===== config.mk =====
export PLATFORM = sky130hd
export DESIGN_NAME = ttt_turn_controller
export DESIGN_NICKNAME = d
export VERILOG_FILES = /design/src/rtl/ttt_turn_controller.sv
export SDC_FILE = /design/constraint.sdc
export NUM_CORES = 1
export LEC_CHECK = 0
export ABC_AREA = 0
export CORE_MARGIN = 4
export CORE_UTILIZATION = 40
export CTS_CLUSTER_SIZE = 40
export DETAILED_ROUTE_END_ITERATION = 10
export GPL_TIMING_DRIVEN = 1
export PLACE_DENSITY = 0.66
export SLEW_MARGIN = 20
export SYNTH_ARGS = -nofsm -noshare
export SYNTH_HDL_FRONTEND = slang
export SYNTH_SLANG_ARGS = --single-unit

===== constraint.sdc =====
create_clock -name clk -period 4.13 [get_ports clk]
set_input_delay 0.413 -clock clk [delete_from_list [all_inputs] [get_ports clk]]
set_output_delay 0.413 -clock clk [all_outputs]
set_load 0.02 [all_outputs]

===== src/rtl/ttt_turn_controller.sv =====
// ttt_turn_controller
//   Sequencing controller for the tic-tac-toe datapath. Arbitrates moves from
//   two players, decodes row/column pairs to one-hot cells, rejects illegal
//   moves, commits legal ones into the board registers, detects win/draw and
//   alternates turns. Owns the board state.
//
// Optional feature macro: TTT_MOVE_TIMEOUT_EN
//   Defined   : per-turn counter; a turn with no committed move for
//               TIMEOUT_CYCLES cycles pulses `timeout` and passes the turn.
//   Undefined : no counter, `timeout` tied to 0, turns wait indefinitely.
//
// Ports
//   clk, rst_n            clock (rising edge), synchronous active-low reset
//   start                 begin/restart a game (highest priority)
//   p1_valid/row/col      player 1 (X) move request, coordinates 1..3
//   p2_valid/row/col      player 2 (O) move request, coordinates 1..3
//   p1_ack, p2_ack        one-cycle pulse: move committed
//   reject                one-cycle pulse: current player's move illegal
//   timeout               one-cycle pulse: turn forfeited
//   board_x, board_o      occupancy, bit (row-1)*3+(col-1)
//   turn                  0 = X to move, 1 = O to move
//   busy                  game in progress (TURN/CHECK)
//   game_over             game finished
//   winner                00 none, 01 X, 10 O, 11 draw
// All outputs are registered.

module ttt_turn_controller #(
  parameter int unsigned TIMEOUT_CYCLES = 1000
) (
  input  logic       clk,
  input  logic       rst_n,
  input  logic       start,
  input  logic       p1_valid,
  input  logic [1:0] p1_row,
  input  logic [1:0] p1_col,
  input  logic       p2_valid,
  input  logic [1:0] p2_row,
  input  logic [1:0] p2_col,
  output logic       p1_ack,
  output logic       p2_ack,
  output logic       reject,
  output logic       timeout,
  output logic [8:0] board_x,
  output logic [8:0] board_o,
  output logic       turn,
  output logic       busy,
  output logic       game_over,
  output logic [1:0] winner
);

  localparam int unsigned CELLS = 9;

  localparam logic [1:0] WIN_NONE = 2'b00;
  localparam logic [1:0] WIN_X    = 2'b01;
  localparam logic [1:0] WIN_O    = 2'b10;
  localparam logic [1:0] WIN_DRAW = 2'b11;

  typedef enum logic [1:0] {
    S_IDLE  = 2'd0,
    S_TURN  = 2'd1,
    S_CHECK = 2'd2,
    S_DONE  = 2'd3
  } state_t;

  // Row/col pair to one-hot cell; zero when either coordinate is 0.
  function automatic logic [CELLS-1:0] cell_onehot(input logic [1:0] row,
                                                   input logic [1:0] col);
    logic [CELLS-1:0] oh;
    oh = '0;
    case ({row, col})
      4'b01_01: oh = 9'h001;
      4'b01_10: oh = 9'h002;
      4'b01_11: oh = 9'h004;
      4'b10_01: oh = 9'h008;
      4'b10_10: oh = 9'h010;
      4'b10_11: oh = 9'h020;
      4'b11_01: oh = 9'h040;
      4'b11_10: oh = 9'h080;
      4'b11_11: oh = 9'h100;
      default:  oh = '0;
    endcase
    return oh;
  endfunction

  // Any of the 8 lines fully owned by one board.
  function automatic logic line_complete(input logic [CELLS-1:0] b);
    return (&b[2:0]) | (&b[5:3]) | (&b[8:6]) |
           (b[0] & b[3] & b[6]) | (b[1] & b[4] & b[7]) | (b[2] & b[5] & b[8]) |
           (b[0] & b[4] & b[8]) | (b[2] & b[4] & b[6]);
  endfunction

  state_t           state_q, state_d;
  logic [CELLS-1:0] board_x_d, board_o_d;
  logic             turn_d, busy_d, game_over_d;
  logic [1:0]       winner_d;
  logic             p1_ack_d, p2_ack_d, reject_d, timeout_d;

  // Current player's request, muxed by turn.
  logic             mv_valid;
  logic [1:0]       mv_row, mv_col;
  logic [CELLS-1:0] mv_oh, occupied, mover_board;
  logic             mv_legal;

  assign mv_valid    = turn ? p2_valid : p1_valid;
  assign mv_row      = turn ? p2_row   : p1_row;
  assign mv_col      = turn ? p2_col   : p1_col;
  assign mv_oh       = cell_onehot(mv_row, mv_col);
  assign occupied    = board_x | board_o;
  assign mv_legal    = (|mv_oh) && ((mv_oh & occupied) == '0);
  assign mover_board = turn ? board_o : board_x;

`ifdef TTT_MOVE_TIMEOUT_EN
  localparam int unsigned CNT_W = $clog2(TIMEOUT_CYCLES + 1);
  logic [CNT_W-1:0] tmo_cnt_q, tmo_cnt_d;
  logic             tmo_expire;

  assign tmo_expire = (tmo_cnt_q == CNT_W'(TIMEOUT_CYCLES - 1));

  // Per-turn cycle counter.
  always_ff @(posedge clk) begin
    if (!rst_n) tmo_cnt_q <= '0;
    else        tmo_cnt_q <= tmo_cnt_d;
  end
`endif

  // State and output registers.
  always_ff @(posedge clk) begin
    if (!rst_n) begin
      state_q   <= S_IDLE;
      board_x   <= '0;
      board_o   <= '0;
      turn      <= 1'b0;
      busy      <= 1'b0;
      game_over <= 1'b0;
      winner    <= WIN_NONE;
      p1_ack    <= 1'b0;
      p2_ack    <= 1'b0;
      reject    <= 1'b0;
      timeout   <= 1'b0;
    end else begin
      state_q   <= state_d;
      board_x   <= board_x_d;
      board_o   <= board_o_d;
      turn      <= turn_d;
      busy      <= busy_d;
      game_over <= game_over_d;
      winner    <= winner_d;
      p1_ack    <= p1_ack_d;
      p2_ack    <= p2_ack_d;
      reject    <= reject_d;
      timeout   <= timeout_d;
    end
  end

  // Next-state and next-output logic.
  always_comb begin
    state_d   = state_q;
    board_x_d = board_x;
    board_o_d = board_o;
    turn_d    = turn;
    winner_d  = winner;
    p1_ack_d  = 1'b0;
    p2_ack_d  = 1'b0;
    reject_d  = 1'b0;
    timeout_d = 1'b0;
`ifdef TTT_MOVE_TIMEOUT_EN
    tmo_cnt_d = tmo_cnt_q;
`endif

    if (start) begin
      // Restart wins over everything, including a move in the same cycle.
      state_d   = S_TURN;
      board_x_d = '0;
      board_o_d = '0;
      turn_d    = 1'b0;
      winner_d  = WIN_NONE;
`ifdef TTT_MOVE_TIMEOUT_EN
      tmo_cnt_d = '0;
`endif
    end else begin
      case (state_q)
        S_IDLE: begin
          state_d = S_IDLE;
        end

        S_TURN: begin
          if (mv_valid && mv_legal) begin
            if (turn) begin
              board_o_d = board_o | mv_oh;
              p2_ack_d  = 1'b1;
            end else begin
              board_x_d = board_x | mv_oh;
              p1_ack_d  = 1'b1;
            end
            state_d = S_CHECK;
          end else begin
            reject_d = mv_valid;
`ifdef TTT_MOVE_TIMEOUT_EN
            // Rejected attempts keep the clock running.
            if (tmo_expire) begin
              timeout_d = 1'b1;
              turn_d    = ~turn;
              tmo_cnt_d = '0;
            end else begin
              tmo_cnt_d = tmo_cnt_q + CNT_W'(1);
            end
`endif
          end
        end

        S_CHECK: begin
          if (line_complete(mover_board)) begin
            winner_d = turn ? WIN_O : WIN_X;
            state_d  = S_DONE;
          end else if (&occupied) begin
            winner_d = WIN_DRAW;
            state_d  = S_DONE;
          end else begin
            turn_d  = ~turn;
            state_d = S_TURN;
`ifdef TTT_MOVE_TIMEOUT_EN
            tmo_cnt_d = '0;
`endif
          end
        end

        S_DONE: begin
          state_d = S_DONE;
        end

        default: begin
          state_d = S_IDLE;
        end
      endcase
    end

    busy_d      = (state_d == S_TURN) || (state_d == S_CHECK);
    game_over_d = (state_d == S_DONE);
  end

endmodule


==> results of run 1 <==
==> registers in the layout, summed over array words and instances (netlist names) <==
name and cells:
board_o 9, p1_ack 1, turn 1, board_x 9, game_over 1, busy 1
reject 1, winner 2, p2_ack 1, state_q 2
==> power breakdown <==
| group | switching, µW | internal, µW | total (µW) |
|---|---|---|---|
| registers | 2.87 | 272 | 275 |
| clock network | 88.9 | 130 | 219 |
| logic | 35.1 | 26.4 | 61.5 |
==> layer usage <==
metal / wire length (µm) / part of all wire, % / GRT usage (%) / up-vias
met4: 17 / 0.38 / 2.55 / 0
met1: 1980 / 44 / 24.7 / 738
li1: - / - / - / 713
met2: 2260 / 50 / 31.3 / 61
met5: 0 / 0 / 0 / -
met3: 265 / 5.9 / 3.45 / 2
==> critical path, cell delays in order (launching register included) <==
cell,delay (ns)
sky130_fd_sc_hd__dfxtp_1,0.84
sky130_fd_sc_hd__mux2_2,0.45
sky130_fd_sc_hd__mux2_2,0.25
sky130_fd_sc_hd__o221ai_2,0.12
sky130_fd_sc_hd__o41a_1,0.38
sky130_fd_sc_hd__a2111oi_2,0.24
sky130_fd_sc_hd__ha_1,0.28
sky130_fd_sc_hd__and2_1,0.15
==> per-stage QoR <==
stage / hold WS [ns] / utilization [%] / area [µm²]
after CTS: 0.467 / 54.6 / 2030
after detailed placement: 0.451 / 52.7 / 1960
final: 0.464 / 54.6 / 2030
after global placement: 0.448 / 52.7 / 1960
after global routing: 0.504 / 54.6 / 2030
after floorplan: 0.500 / - / 1560
==> final timing paths <==
| check | slack, ns | startpoint | to |
|---|---|---|---|
| max | 1.32 | turn | busy |
| min | 0.46 | winner[1] | winner[1] |
| max reg2reg | 1.32 | turn | busy |
| min reg2reg | 0.46 | winner[1] | winner[1] |
==> logic make-up (layout without fill, tap and decap cells) <==
kind of cell | after synthesis | after routing | share of synthesized area (%)
and+or+nand+nor | 46 | 46 | 17.6
buffers and inverters | 13 | 49 | 5.05
adders and majority gates | 1 | 1 | 0.801
DFF | 28 | 28 | 35.9
other | 1 | 1 | 0.240
AOI/OAI and AO/OA | 62 | 62 | 33.1
muxes | 10 | 10 | 7.29
==> layout make-up <==
class | instances | area share, %
well taps | 48 | 2.96
clock inverters | 1 | 1.48
flip-flops and latches | 28 | 27.6
clock buffers | 3 | 2.04
repair buffers | 40 | 19.5
multi-input cells | 120 | 45.5
inverters | 5 | 0.925
==> synth_stat cells, types with 2 or more instances <==
cell type | number | area (µm²)
sky130_fd_sc_hd__a211oi_1 | 2 | 15.0
sky130_fd_sc_hd__a21oi_1 | 5 | 25.0
sky130_fd_sc_hd__a22o_1 | 8 | 70.1
sky130_fd_sc_hd__a22oi_1 | 4 | 30.0
sky130_fd_sc_hd__a32o_1 | 18 | 180
sky130_fd_sc_hd__and2_1 | 4 | 25.0
sky130_fd_sc_hd__and3_1 | 2 | 12.5
sky130_fd_sc_hd__and3b_1 | 2 | 17.5
sky130_fd_sc_hd__buf_4 | 2 | 15.0
sky130_fd_sc_hd__buf_6 | 3 | 33.8
sky130_fd_sc_hd__clkbuf_1 | 3 | 11.3
sky130_fd_sc_hd__dfxtp_1 | 28 | 561
sky130_fd_sc_hd__inv_1 | 5 | 18.8
sky130_fd_sc_hd__mux2_2 | 3 | 33.8
sky130_fd_sc_hd__mux2i_1 | 4 | 40.0
sky130_fd_sc_hd__nand2_1 | 3 | 11.3
sky130_fd_sc_hd__nand3_1 | 3 | 15.0
sky130_fd_sc_hd__nor2_1 | 19 | 71.3
sky130_fd_sc_hd__nor3_1 | 2 | 10.0
sky130_fd_sc_hd__nor3_2 | 3 | 30.0
sky130_fd_sc_hd__o21ai_0 | 7 | 35.0
sky130_fd_sc_hd__o21ai_1 | 3 | 15.0
sky130_fd_sc_hd__o21ai_2 | 2 | 17.5
sky130_fd_sc_hd__o22ai_1 | 4 | 25.0
sky130_fd_sc_hd__or4_1 | 2 | 15.0
==> impl_metrics.csv, run 1 <==
group,metric,value,unit
grt,grt_max_degree,24,
worst_setup_path,timing.setup.critical_path_class,"flop to flop",
cells_and_area,multi_input_area,922,µm²
floorplan,floorplan.initialDensity,42.0,%
timing,finalHoldViolCount,0,
clocking,tritoncts_clock_tree,"done",
clocking,clock_tree.root_cell,"sky130_fd_sc_hd__clkbuf_8",
detailed_routing,via_count_normalized_by_instance_count,6.18,
worst_setup_path,crit_arrival,2.99,ns
timing,layout_setup_ws,1.32,ns
clocking,cts-htree-levels,1,
place,detailedPlacementHpwl,3.33,mm
clocking,cts_hold_repair.buffers,0,
cells_and_area,final_layout_size_suffix_gt1_share,11.7,%
detailed_routing,drc_markers,0,
floorplan,floorplan.io_pins,40,
place,port_buffers,38,
place,placed_cells,241,
detailed_routing,drt_pass1_iterations,4,
cells_and_area,area.growth.synth_to_final,29.9,%
clocking,cts-buffers-inserted,3,
grt,antenna_found_initial,0,
timing,finalWorstPathRequiredPeriod,2.81,ns
timing,rsz_0062_raised_after_global_routing,"false",
cells_and_area,layout.area.seq,561,µm²
floorplan,die_height,70.5,µm
synth,synthCells,161,
cells_and_area,fillers,358,
detailed_routing,route.detailed.wl_per_inst,18.5,µm
detailed_routing,drt-initial-drc-count,117,
floorplan,design.die.area,4970,µm²
timing,setup_viol_count_final,0,
floorplan,design.core.area,3720,µm²
floorplan,placement_rows,22,
grt,first_global_vias,1410,
cells_and_area,diodes,0,
min_path,worstHoldPathType,"flop to flop",
power,power_density,274,nW/µm²
clocking,cts.repair.resized,0,
worst_setup_path,reg2reg_depth,7,
detailed_routing,route.vias.total,1514,
timing,achievable-frequency,356,MHz
synth,ffs_latches_synth,28,
clocking,max-clock-path-buffers,2,
power,post-layout-total-power,555,µW
worst_setup_path,cp_startpoint_kind,"flop",
clocking,clk_latency,0.28,ns
timing,final_max_slew_viol_count,0,
synth,synthesis.nets,175,
place,worst_setup_slack_post_dpl,1.35,ns
cells_and_area,final_cell_count_no_fill,245,
detailed_routing,drt.antenna.violating_nets,0,
synth,synthFlopType,"sky130_fd_sc_hd__dfxtp_1",
synth,async_flop_share,0,%
synth,number_of_distinct_library_cell_variants_in_the_gate_level_netlist_after_synthesis,45,
timing,final_worst_path_cycle_share,68.0,%
synth,syn_area_per_cell,9.70,µm²
clocking,tritoncts_num_sinks,28,
worst_setup_path,end_kind,"flop",
clocking,clk_pin_slew,0.10,ns
power,power_leakage,0.000656,µW
worst_setup_path,worst-endpoint-required,4.31,ns
run,maxCapViolCount,0,
run_status,status,"finished clean",
synth,yosysSeqAreaShare,35.9,%
place,gp_congestion,0.971,
floorplan,dieWidth,70.5,µm
synth,synth_edf_count,0,
cells_and_area,layout.cells.most_common,"sky130_fd_sc_hd__clkdlybuf4s50_1",
power,vdd_drop_max,0.204,mV
timing,setup_total_negative_slack,0,ns
synth,netlist_area,1560,µm²
synth,number_of_warnings_issued_by_yosys,0,
timing,finClkSkew,0.00163,ns
grt,grt_usage,18.4,%
min_path,hold-path-cell-count,2,
detailed_routing,finalWirelength,4.53,mm
cells_and_area,final_nets,212,
cells_and_area,most-common-layout-cells,"sky130_fd_sc_hd__clkdlybuf4s50_1 (38), sky130_fd_sc_hd__dfxtp_1 (28), sky130_fd_sc_hd__nor2_1 (19), sky130_fd_sc_hd__a32o_1 (18), sky130_fd_sc_hd__a22o_1 (8)",
grt,grt_first_pass_wirelength,7.41,mm
grt,global_route.overflow_total,0,
timing,worst_slew_pin_slew,0.846,ns
clocking,cts_setup_buffers,0,
worst_setup_path,worstPathMaxFanout,23,
timing,max-slew-margin-rel,43.4,%
(Power assumes the default switching activity.)
==> run 2: changes to the inputs <==
- PLACE_DENSITY: 0.66 -> 0.69
- clock period: 4.13 -> 2.3 ns (I/O delays scaled with it)
==> impl_metrics.csv, run 2 (synthesis results as in run 1) <==
group,metric,value,unit
worst_setup_path,reg2reg_depth,7,
worst_setup_path,worstPathMaxFanout,5,
grt,grt_usage,20.1,%
power,p_sw,228,µW
worst_setup_path,path_cells,"clkdlybuf4s50_1 > mux2_4 > mux2_2 > o221ai_2 > o41a_1 > a2111oi_4 > ha_1 > and2_1",
floorplan,die_height,70.5,µm
timing,setup_total_negative_slack,0,ns
floorplan,placement_rows,22,
timing,final_max_slew_viol_count,0,
detailed_routing,route.vias.total,1603,
grt,global_route.overflow_total,0,
power,post-layout-total-power,932,µW
worst_setup_path,rr_endpoint,"busy",
grt,grt_use_met2,35.8,%
cells_and_area,most-common-layout-cells,"sky130_fd_sc_hd__clkdlybuf4s50_1 (38), sky130_fd_sc_hd__buf_4 (31), sky130_fd_sc_hd__dfxtp_1 (27), sky130_fd_sc_hd__nor2_1 (19), sky130_fd_sc_hd__a32o_1 (18)",
worst_setup_path,crit_arrival,2.43,ns
worst_setup_path,r2r_start,"turn",
floorplan,floorplan.initialDensity,42.0,%
place,port_buffers,38,
worst_setup_path,critPathSlowestCell,"sky130_fd_sc_hd__clkdlybuf4s50_1",
cells_and_area,diodes,0,
timing,rsz_0062_raised_after_global_routing,"true",
min_path,hp-start,"winner[0]",
floorplan,design.die.area,4970,µm²
floorplan,floorplan.io_pins,40,
min_path,hold-path-cell-count,2,
detailed_routing,finalWirelength,4.83,mm
detailed_routing,drt-initial-drc-count,81,
detailed_routing,drt.antenna.violating_nets,0,
clocking,cts-htree-levels,1,
place,detailedPlacementHpwl,3.69,mm
power,vdd_drop_max,0.440,mV
timing,finalHoldWorstSlack,0.474,ns
cells_and_area,layout.cells.most_common,"sky130_fd_sc_hd__clkdlybuf4s50_1",
run,maxCapViolCount,0,
timing,finClkSkew,0.00929,ns
power,power_leakage,0.000804,µW
detailed_routing,route.detailed.wl_per_inst,17.6,µm
timing,setup_viol_count_final,0,
cells_and_area,reg.largest.list,"board_o: 9 flops, board_x: 9 flops",
clocking,cts-buffers-inserted,3,
clocking,clk_pin_slew,0.10,ns
worst_setup_path,cp_startpoint_kind,"primary input",
grt,antenna_found_initial,0,
cells_and_area,final_layout_size_suffix_gt1_share,24.3,%
timing,achievable-frequency,445,MHz
grt,grt_first_pass_wirelength,8.01,mm
power,p_comb_share,14.3,%
grt,grt_max_degree,23,
grt,first_global_vias,1605,
power,pwr-share-seq,52.8,%
place,gp_congestion,0.912,
min_path,worstHoldPathType,"flop to flop",
floorplan,dieWidth,70.5,µm
detailed_routing,via_count_normalized_by_instance_count,5.85,
power,power_density,411,nW/µm²
worst_setup_path,worst-endpoint-required,2.48,ns
run_status,status,"finished clean",
clocking,clk_latency,0.28,ns
floorplan,design.core.area,3720,µm²
power,switching_share,24.5,%
worst_setup_path,timing.setup.critical_path_class,"primary input to flop",
grt,use_met1,25.0,%
worst_setup_path,largest_stage_delay_on_the_critical_path,0.50,ns
clocking,tritoncts_clock_tree,"done",
power,internal_power,704,µW
power,power.share.clock,32.9,%
timing,final_worst_path_cycle_share,97.6,%
worst_setup_path,end_kind,"flop",
clocking,max-clock-path-buffers,2,
clocking,tritoncts_num_sinks,28,
clocking,clock_tree.root_cell,"sky130_fd_sc_hd__clkbuf_8",
detailed_routing,drt_pass1_iterations,4,
grt,grt_busiest_layer,"met2",
detailed_routing,drc_markers,0,
timing,finalHoldViolCount,0,
cells_and_area,area.growth.synth_to_final,45.4,%
min_path,hold_end,"winner[0]",
timing,finalWorstPathRequiredPeriod,2.25,ns
cells_and_area,fillers,338,
grt,grt_use_met3,4.03,%
cells_and_area,final_nets,241,
worst_setup_path,reg2reg_slack,0.07,ns
## run 2: changes by cell type in the layout (fill, tap and decap cells not counted), sizes merged
cell    change
bufinv      -1
clkbuf      +1
buf        +29
## run 2: repair_timing
item                                    CTS  global route
setup buffers                             0             1
hold buffers                              0             0
endpoints found under the setup margin    1             1
gates resized for setup                   1             5
## run 2: power groups by stage
stage | registers, µW | logic [µW] | clock network (µW)
after floorplan | 505 | 65.2 | 0
after global placement | 504 | 123 | 0
after detailed placement | 504 | 126 | 0
after CTS | 492 | 127 | 314
after global routing | 493 | 144 | 337
final | 492 | 133 | 307
## run 2: worst max-delay path: cells and delay by family
family / cells / cell delay [ns]
adders and majority gates: 1 / 0.29
AOI/OAI and AO/OA: 3 / 0.68
muxes: 2 / 0.58
buffers and inverters: 1 / 0.50
and+or+nand+nor: 1 / 0.15
## run 2: layout make-up
type | instances | area (µm²) | share of cell area [%]
clock buffers | 4 | 55.1 | 2.43
inverters | 5 | 18.8 | 0.827
multi-input cells | 120 | 958 | 42.2
flip-flops and latches | 28 | 564 | 24.9
well taps | 48 | 60.1 | 2.65
repair buffers | 69 | 613 | 27.0
## run 2: worst max-delay path by stage
stage,start,endpoint,slack (ns)
2_1_floorplan,turn,busy,0.06
3_3_place_gp,p2_col[1],busy,-0.17
3_5_place_dp,p1_col[1],busy,-0.23
4_1_cts,turn,busy,0.004
5_1_grt,board_o[1],busy,-0.02
6_report,p1_col[1],busy,0.05
## run 2: metrics by stage
stage	worst slack (ns)	area (µm²)	util [%]	cells
2_1_floorplan	0.0600	1560	-	161
3_3_place_gp	-0.174	2170	58.4	269
3_5_place_dp	-0.234	2170	58.4	269
4_1_cts	0.00421	2230	59.9	273
5_1_grt	-0.0240	2270	61.1	274
6_report	0.0544	2270	61.1	274
## run 2: metal layers
metal / up-vias / routed length, µm / part of all wire, %
li1: 768 / - / -
met1: 795 / 2110 / 44
met2: 34 / 2480 / 51
met3: 6 / 187 / 3.9
met4: 0 / 46 / 0.95
met5: - / 0 / 0
